File: config.mk
export PLATFORM = sky130hd
export DESIGN_NAME = zero_one_event_monitor
export DESIGN_NICKNAME = d
export VERILOG_FILES = /design/src/rtl/zero_one_event_monitor.sv
export SDC_FILE = /design/constraint.sdc
export NUM_CORES = 1
export LEC_CHECK = 0
export CORE_ASPECT_RATIO = 1.2
export CORE_MARGIN = 3
export CORE_UTILIZATION = 50
export DETAILED_ROUTE_END_ITERATION = 8
export GPL_TIMING_DRIVEN = 0
export PLACE_DENSITY = 0.77
export SLEW_MARGIN = 10
export SYNTH_ARGS = -nofsm -noshare
export SYNTH_HDL_FRONTEND = slang
export SYNTH_SLANG_ARGS = --single-unit
File: constraint.sdc
create_clock -name clk -period 3.8 [get_ports clk]
set_clock_uncertainty 0.05 [all_clocks]
set_input_delay 0.38 -clock clk [delete_from_list [all_inputs] [get_ports clk]]
set_output_delay 0.38 -clock clk [all_outputs]
set_load 0.03 [all_outputs]
File: src/rtl/zero_one_event_monitor.sv
`default_nettype none
// ============================================================================
// Module      : zero_one_event_monitor
// Description : Counts 0->1 detector pulses over fixed windows of WIN_LEN
//               sample cycles. At each window close it reports the count,
//               raises an alarm when the count reaches a threshold, and keeps
//               a saturating running total of every event it sampled.
// Revision    : 1.0 - initial release
// ============================================================================
module zero_one_event_monitor #(
    parameter int CNT_W   = 8,
    parameter int WIN_LEN = 16,
    parameter int TOT_W   = 16
) (
    input  logic             clk,
    input  logic             rst,
    input  logic             en,
    input  logic             det,
    input  logic [CNT_W-1:0] thresh,
    output logic [CNT_W-1:0] win_count,
    output logic             win_valid,
    output logic             alarm,
    output logic [TOT_W-1:0] total,
    output logic             busy
);

    // Index only has to reach WIN_LEN-1, so WIN_LEN = 2^16 still fits 16 bits.
    localparam int IDX_W = $clog2(WIN_LEN);

    localparam logic [1:0]       c_IDLE    = 2'd0;
    localparam logic [1:0]       c_COUNT   = 2'd1;
    localparam logic [1:0]       c_REPORT  = 2'd2;
    localparam logic [IDX_W-1:0] c_LAST    = IDX_W'(WIN_LEN - 1);
    localparam logic [CNT_W-1:0] c_CNT_MAX = '1;
    localparam logic [TOT_W-1:0] c_TOT_MAX = '1;

    logic [1:0]       r_state;
    logic [IDX_W-1:0] r_idx;
    logic [CNT_W-1:0] r_acc;
    logic [CNT_W-1:0] r_win_count;
    logic             r_win_valid;
    logic             r_alarm;
    logic [TOT_W-1:0] r_total;
    logic             r_busy;

    logic [CNT_W-1:0] w_acc_next;
    logic [TOT_W-1:0] w_tot_next;
    logic             w_last;

    // Saturating increments of the window accumulator and the running total.
    always_comb begin
        w_acc_next = r_acc;
        w_tot_next = r_total;
        if (det && (r_acc != c_CNT_MAX)) begin
            w_acc_next = r_acc + CNT_W'(1);
        end
        if (det && (r_total != c_TOT_MAX)) begin
            w_tot_next = r_total + TOT_W'(1);
        end
        w_last = (r_idx == c_LAST);
    end

    // Window state machine; every output is a register updated here.
    always_ff @(posedge clk) begin
        if (rst) begin
            r_state     <= c_IDLE;
            r_idx       <= '0;
            r_acc       <= '0;
            r_win_count <= '0;
            r_win_valid <= 1'b0;
            r_alarm     <= 1'b0;
            r_total     <= '0;
            r_busy      <= 1'b0;
        end else begin
            r_win_valid <= 1'b0;
            case (r_state)
                c_IDLE: begin
                    if (en) begin
                        r_state <= c_COUNT;
                        r_idx   <= '0;
                        r_acc   <= '0;
                        r_busy  <= 1'b1;
                    end
                end
                c_COUNT: begin
                    if (!en) begin
                        // Abort: this cycle's det is dropped, report registers hold.
                        r_state <= c_IDLE;
                        r_busy  <= 1'b0;
                    end else begin
                        r_total <= w_tot_next;
                        if (w_last) begin
                            r_state     <= c_REPORT;
                            r_busy      <= 1'b0;
                            r_win_count <= w_acc_next;
                            r_alarm     <= (w_acc_next >= thresh);
                            r_win_valid <= 1'b1;
                        end else begin
                            r_idx <= r_idx + IDX_W'(1);
                            r_acc <= w_acc_next;
                        end
                    end
                end
                c_REPORT: begin
                    if (en) begin
                        r_state <= c_COUNT;
                        r_idx   <= '0;
                        r_acc   <= '0;
                        r_busy  <= 1'b1;
                    end else begin
                        r_state <= c_IDLE;
                    end
                end
                default: begin
                    r_state <= c_IDLE;
                    r_busy  <= 1'b0;
                end
            endcase
        end
    end

    assign win_count = r_win_count;
    assign win_valid = r_win_valid;
    assign alarm     = r_alarm;
    assign total     = r_total;
    assign busy      = r_busy;

endmodule
`default_nettype wire
Word-level counts from Yosys, hierarchy flattened --
Cells that the tools add are included.
Storage, ports and cells: output and inout port bits 27, word-level logic and storage cells 54, input port bits 12, register bits 41
Operators by class: eq/ne operators 10, mux-type cells 19, bitwise operators 2, add/sub/neg operators 3, reduce and logical (&&, ||, !) cells 11, magnitude comparators 1
Operators with widths (number):
- $mux W8 | 4
- $add A16 B1 Y16 const B | 1
- $ne A16 B16 Y1 const B | 1
- $pmux W8 S2 | 1
- $mux W4 | 3
- $add A8 B1 Y8 const B | 1
- $ge A8 B8 Y1 | 1
- $ne A8 B8 Y1 const B | 1
- $pmux W4 S2 | 1
- $mux W2 | 3
- $ne A2 B2 Y1 const B | 3
- $pmux W2 S3 | 1
- $reduce_and A3 Y1 | 2
- $mux W1 | 5
- $add A4 B1 Y4 const B | 1
- $eq A4 B4 Y1 const B | 1
- $reduce_and A2 Y1 | 2
- $reduce_and A4 Y1 | 1
- $ne A3 B3 Y1 const B | 1
- $reduce_or A3 Y1 | 1
- $eq A2 B1 Y1 const B | 1
- $eq A2 B2 Y1 const B | 1
- $logic_and A1 B1 Y1 | 2
- $logic_not A2 Y1 | 1
- 5 further kinds | 6

Depth between registers and ports, before layout --
Gate-level depths: netlist (run 1).
depth in word-level cells 6, mapped depth 10, mapped depth without buffers 10

Least setup slack after synthesis (run 1) --
OpenSTA, ideal clock, no wires.
path kind register -> register, start reg r_acc[0], end reg r_alarm, in the netlist alarm, library setup time 0.086 ns, clock period less this slack 2.218 ns, cell stages (with the launch flop) 10, buffers on the path 0, arrival time 2.082 ns, required time 3.664 ns, setup slack 1.582 ns, cells stage by stage dfxtp_1 ha_1 nand2_1 o31ai_2 mux2_2 ha_1 o21ai_0 a21oi_1 o21ai_0 a211oi_1
Between the ends: cells in the longest elaborated chain, start to end 4, elaborated cells between the ends (all ways) 5, those cells by class add/sub: 1; order compare: 1; eq/ne: 1; mux: 1; reduce/logical: 1
Ends and longest elaborated chain:
- from (decl) | line 39 | logic [CNT_W-1:0] r_acc;
- from (signal assigned) | line 100 | r_acc <= w_acc_next;
- parallel branches: the longest is 2 deep, another holds $add A8 B1 Y8
- $mux W8 (*) | line 54 | if (det && (r_acc != c_CNT_MAX)) begin
- named net w_acc_next[1] | line 46 | logic [CNT_W-1:0] w_acc_next;
- $ge A8 B8 Y1 (*) | line 96 | r_alarm <= (w_acc_next >= thresh);
- to (signal assigned) | line 96
- to (decl) | line 42 | logic r_alarm;
Mark *: on every way through the listed nets, which the timed path passes. A chain may end at the register's enable or synchronous reset.

Final worst setup path (run 1) --
start in det, end reg r_alarm, in the netlist alarm
Between the ends: cells in the longest elaborated chain, start to end 3
Ends and longest elaborated chain:
- from (decl) | line 18 | input logic det,
- $logic_and A1 B1 Y1 | line 54
- $mux W8 | line 54
- named net w_acc_next[5] | line 46
- $ge A8 B8 Y1 | line 96
The timed path passes the listed nets, and every way through them passes these cells.

==> reports/qor.yml, run 1 <==
pwr:
  power.density_nw_per_um2: 296.7
  pwr-share-seq: 0.559
  p_sw_uw: 180.5
  p_int_uw: 600.9
  combPwrFrac: 0.068
  swShare: 0.2310
  p_leak_nw: 0.9637
  design_power_total_uw: 781.4
  peakVddDrop_mv: 0.2156
  clockPowerShare: 0.374
setup_path:
  cp-start-kind: "input port"
  critPathMaxFanout: 7
  r2r_start: "r_acc[0]"
  endpoint_kind: "register"
  crit_type: "input port to register"
  worstSetupStartpoint: "det"
  critical_path.max_stage_delay_ns: 0.62
  cp_slowest_cell: "clkdlybuf4s50_1"
  crit_required_ns: 3.91
  cp_data_arrival_time_ns: 2.76
  path_cells: "clkdlybuf4s50_1, and3_1, o211ai_1, xnor2_1, ha_1, a21oi_1, nor2_1, a2111oi_0, a211oi_1"
clocking:
  cts_buffers: 5
  post-cts-setup-buffer-count: 0
  clkSinkCount: 41
  cts.hold.buffers_added: 0
  cts_tree: "done"
  cts_max_level: 2
  cts_root_buf: "clkbuf_8"
  cts_resized: 0
  clock_latency_ns: 0.30
  clk_pin_slew_ns: 0.07
  clk_path_buf_depth: 2
detailed_routing:
  met1_length_mm: 2.034
  drc: 0
  drtIter0Drc: 95
  drt_pass1_iterations: 4
  met3_length_um: 204
  wl_met2_mm: 2.280
  vias: 1935
  vias_per_cell: 5.529
  wirelength_mm: 4.620
  dr.max_layer_used: "met4"
  wl_per_cell_um: 13.20
  antenna_left: 0
placement:
  gp_congestion: 0.8035
  port_buffers: 37
  dpl.hpwl_mm: 3.398
  pre_cts_slack_ns: 0.9191
die:
  io_pins: 39
  dieArea_um2: 5038
  die_h_um: 77.16
  die_w_um: 65.30
  fp.coreArea_um2: 4004
  initial_utilization: 0.5269
  placementRows: 25
timing:
  fmax_ghz: 0.3780
  hold_viol: 0
  fin_ws_ns: 1.155
  period_share: 0.6961
  tightestPinTransition_ns: 0.8553
  hold-worst-slack_ns: 0.2890
  slew_viol_final: 0
  setup_violations: 0
  period_needed_ns: 2.645
  setup_tns_ns: 0
  relSlewSlack: 0.4264
  rsz0062_at_grt: "false"
global_routing:
  grt_max_degree: 12
  grt_pass1_vias: 1794
  groute.usage.overall: 0.2051
  grt_overflow: 0
  antenna_found_initial: 0
  grt_first_pass_wirelength_mm: 8.114
cells_and_area:
  num_antenna_cells: 0
  final_nets: 319
  syn2layout_area_growth_pct: 24.85
  final_core_utilization: 0.6578
  drive_gt1_frac: 0.06081
  layout_commonest_cell: "dfxtp_1"
  final_cell_mix: "41 x dfxtp_1, 37 x clkdlybuf4s50_1, 36 x nor2_1, 25 x nand2_1, 15 x inv_1"
min_path:
  hold_start: "rst"
  worstHoldPathType: "input port to register"
synthesis:
  ys_warn_count: 0
  syn-num-nets: 275
  yosys.area.top_type: "dfxtp_1"
  synth.distinct_cells: 45
  yosysSeqAreaShare: 0.3891
  synth_area_leaders: "dfxtp_1 39%, ha_1 6.5%, nor2_1 6.4%"
  synth_seq_cells: 41
  synth_top_area_share: 0.3891
  syn_area_um2: 2110
  syn_area_per_cell_um2: 8.371
  postSynthCellCount: 252
status:
  outcome: "finished, final reports clean"
job:
  maxCapViolCount: 0
==> worst paths after layout <==
path	endpoint	slack (ns)	cells after the start
setup / recovery	alarm	1.15	9
hold / removal	r_idx[2]	0.29	2
setup reg to reg	alarm	1.28	9
hold reg to reg	win_count[2]	0.40	2
==> registers in the layout, indices dropped and copies added, names as in the netlist <==
name	count
r_idx	4
win_valid	1
busy	1
r_acc	8
total	16
r_state	2
alarm	1
win_count	8
==> layer usage <==
metal  up-vias  global-route usage
met1       908              0.2364
li1        976                   -
met4         0             0.09336
met2        41              0.3495
met3        10             0.05124
met5         -                   0
==> synthesized netlist by cell type, drive strengths merged <==
library cell,number
dfxtp,41
nor2,36
nand2,25
inv,15
xnor2,14
a21oi,13
ha,11
nand3,11
nor3,9
o21ai,9
a211oi,6
nand4,6
a22o,4
clkbuf,4
or3,4
a21o,3
and3,3
nor4,3
o31ai,3
xor2,3
a2111oi,2
a22oi,2
a31oi,2
buf,2
mux2,2
mux2i,2
nor2b,2
nor3b,2
nor4b,2
o21a,2
and4,1
and4b,1
dlymetal6s2s,1
nand2b,1
nand3b,1
o211ai,1
o21ba,1
o21bai,1
or2,1
==> power groups by stage <==
| stage | Combinational [mW] | Sequential [mW] | Clock (mW) |
|---|---|---|---|
| 5_1_grt | 0.0602 | 0.437 | 0.316 |
| 2_1_floorplan | 0.0275 | 0.449 | 0 |
| 3_5_place_dp | 0.0529 | 0.447 | 0 |
| 3_3_place_gp | 0.0525 | 0.447 | 0 |
| 4_1_cts | 0.0534 | 0.437 | 0.299 |
| 6_report | 0.0528 | 0.437 | 0.292 |
==> kinds of logic (layout without fill, tap and decap cells) <==
kind of cell | after synthesis | after routing | synth area share
and+or+nand+nor | 108 | 108 | 0.2521
muxes | 4 | 4 | 0.02017
DFF | 41 | 41 | 0.3891
xor gates and xnor gates | 17 | 17 | 0.07058
adders and majority gates | 11 | 11 | 0.06524
buffers and inverters | 22 | 66 | 0.04566
AOI/OAI and AO/OA | 49 | 49 | 0.1572
==> per-stage QoR <==
step	instances	cell area, um2
final	350	2634
after global placement	343	2547
after global routing	350	2634
after detailed placement	343	2547
after CTS	350	2634
after floorplan	252	2110
==> critical path: cells and delay by family <==
kind                       cells  cell delay, ns
adders and majority gates      1            0.31
and+or+nand+nor                2            0.31
xor gates and xnor gates       1            0.31
buffers and inverters          1            0.62
AOI/OAI and AO/OA              4            0.83
==> area by class of cell <==
class / count / area [um2]
inverter: 15 / 56.30
fill: 383 / 1370
buffer: 7 / 40.04
tap: 54 / 67.56
multi-input combinational: 189 / 1192
clock buffer: 7 / 86.33
timing repair buffer: 37 / 370.4
sequential: 41 / 820.8
Note: power is estimated with default switching activity, not from simulation.
==> run 2: changes to the inputs <==
Settings changed: CORE_UTILIZATION 50 to 47, PLACE_DENSITY 0.77 to 0.76.
Clock period 3.8 ns to 2.3 ns, I/O delays scaled along.
==> run 2 against run 1 <==
Compared with the run above:
- final cell count rose by 2.3%
- non-clock buffer count rose by 5
- worst hold slack got worse by 0.14 ns
- sequential share of layout area down 1.7 points
- critical path type is now register to register
- critical endpoint unchanged
==> reports/qor.yml, run 2 (synthesized netlist as in run 1, its figures left out) <==
die:
  initial_utilization: 0.4913  # -0.03562
  placementRows: 26  # +4.0%
  dieArea_um2: 5331  # +5.8%
  fp.coreArea_um2: 4294  # +7.3%
  io_pins: 39  # unchanged
  die_h_um: 79.39  # +2.9%
  die_w_um: 67.16  # +2.8%
placement:
  gp_congestion: 0.7853  # -2.3%
  dpl.hpwl_mm: 3.502  # +3.1%
  port_buffers: 37  # unchanged
timing:
  hold-worst-slack_ns: 0.1442  # -0.1448 ns
  tightestPinTransition_ns: 0.8973  # +0.04199 ns
  setup_tns_ns: 0  # unchanged
  fmax_ghz: 0.4582
  slew_viol_final: 0  # unchanged
  rsz0062_at_grt: "false"
  hold_viol: 0  # unchanged
  setup_violations: 0  # unchanged
  period_needed_ns: 2.182
  period_share: 0.9488
  relSlewSlack: 0.3982  # -0.02816
global_routing:
  grt_overflow: 0  # unchanged
  grt_max_degree: 14  # +2
  grt_pass1_vias: 1851  # +3.2%
  groute.usage.overall: 0.2048  # -0.0003265
  grt_first_pass_wirelength_mm: 8.431  # +3.9%
  antenna_found_initial: 0  # unchanged
clocking:
  cts_max_level: 2  # unchanged
  clk_path_buf_depth: 2  # unchanged
  cts_buffers: 5  # unchanged
  clock_latency_ns: 0.30  # about the same
  cts_tree: "done"
  cts.hold.buffers_added: 0  # unchanged
  clkSinkCount: 41  # unchanged
  cts_root_buf: "clkbuf_8"
  clk_pin_slew_ns: 0.08  # about the same
detailed_routing:
  wirelength_mm: 5.004  # +8.3%
  drtIter0Drc: 96  # +1.1%
  vias: 1967  # +1.7%
  drt_pass1_iterations: 4  # unchanged
  antenna_left: 0  # unchanged
  wl_per_cell_um: 13.98  # +5.9%
  vias_per_cell: 5.494  # -0.62%
  drc: 0  # unchanged
pwr:
  p_sw_uw: 325.2  # +80%
  swShare: 0.2149  # -0.01608
  p_leak_nw: 1.021  # +6.0%
  power.density_nw_per_um2: 535.9  # +81%
  pwr-share-seq: 0.476  # -0.083
  design_power_total_mw: 1.513  # +94%
  clockPowerShare: 0.461  # +0.087
  p_int_mw: 1.188  # +98%
  combPwrFrac: 0.063  # -0.005
  peakVddDrop_mv: 0.3571  # +66%
job:
  maxCapViolCount: 0  # unchanged
setup_path:
  cp-start-kind: "register"
  endpoint_kind: "register"
  cp_data_arrival_time_ns: 2.30  # -0.46 ns
  rrSetupSlack_ns: 0.12  # -1.16 ns
  crit_type: "register to register"
  crit_required_ns: 2.42  # -1.49 ns
  critPathMaxFanout: 4  # -3
min_path:
  worstHoldPathType: "input port to register"
cells_and_area:
  num_antenna_cells: 0  # unchanged
  syn2layout_area_growth_pct: 33.87
  final_nets: 324  # +1.6%
  drive_gt1_frac: 0.1391  # +0.07826
  largest_reg_flops: 16  # unchanged
  final_cell_mix: "36 x nor2_1, 36 x clkdlybuf4s50_1, 35 x dfxtp_1, 24 x nand2_1, 15 x inv_1"
status:
  outcome: "finished, final reports clean"
==> run 2: cell types whose count changed in the layout (fill, tap and decap cells not counted), moves of 2 or more <==
cell	change
dfxtp_4	+2
buf_4	+4
bufinv_16	+2
dfxtp_2	+4
nand3_1	-2
buf_6	+2
dfxtp_1	-6
==> run 2: path summary, 6_finish.rpt <==
path           startpoint      endpoint  depth (start not counted)
max              r_acc[0]         alarm                         10
min                   rst      r_idx[2]                          2
max reg2reg      r_acc[0]         alarm                         10
min reg2reg  win_count[7]  win_count[7]                          2
==> run 2: critical path, stage by stage (launching register included) <==
cell      delay (ns)
dfxtp_4         0.38
ha_4            0.15
nand2_2         0.10
o31ai_4         0.27
buf_6           0.17
xor2_2          0.17
ha_1            0.25
o21ai_0         0.19
a21oi_1         0.10
o21ai_1         0.16
a211oi_2        0.09
==> run 2: what timing repair did <==
action,4_1_cts,5_1_grt
setup buffers,4,1
resized for setup,15,16
endpoints found under the hold margin,0,0
pin swaps,3,6
endpoints found under the setup margin,1,1
==> run 2: layer usage <==
| layer | vias to the layer above | share of wire | global-route usage | routed length, um |
|---|---|---|---|---|
| met3 | 9 | 0.056 | 0.04507 | 278 |
| met4 | 0 | 0.019 | 0.07505 | 95 |
| met2 | 56 | 0.50 | 0.3520 | 2482 |
| met5 | - | 0 | 0 | 0 |
| li1 | 981 | - | - | - |
| met1 | 921 | 0.43 | 0.2449 | 2148 |
==> run 2: power groups by stage <==
stage	clock (mW)	combinational [mW]	sequential, mW
final	0.697	0.0961	0.720
after global placement	0	0.0863	0.738
after CTS	0.710	0.0936	0.721
after floorplan	0	0.0454	0.742
after global routing	0.731	0.108	0.721
after detailed placement	0	0.0880	0.738
==> run 2: cell type report <==
| cell class | instances | area (um2) |
|---|---|---|
| Multi-Input combinational cell | 189 | 1274 |
| Tap cell | 56 | 70.07 |
| Timing Repair Buffer | 42 | 410.4 |
| Fill cell | 346 | 1470 |
| Sequential cell | 41 | 833.3 |
| Clock buffer | 5 | 68.82 |
| Clock inverter | 3 | 65.06 |
| Buffer | 7 | 46.29 |
| Inverter | 15 | 56.30 |
==> run 2: per-stage QoR <==
step                instances    util  worst slack [ns]  area, um2
floorplan                 252       -           0.08199       2110
global placement          345  0.5938           -0.4712       2550
detailed placement        345  0.5938           -0.4046       2550
CTS                       357  0.6466           0.01917       2776
global route              358  0.6576           0.01724       2824
finish                    358  0.6576            0.1177       2824
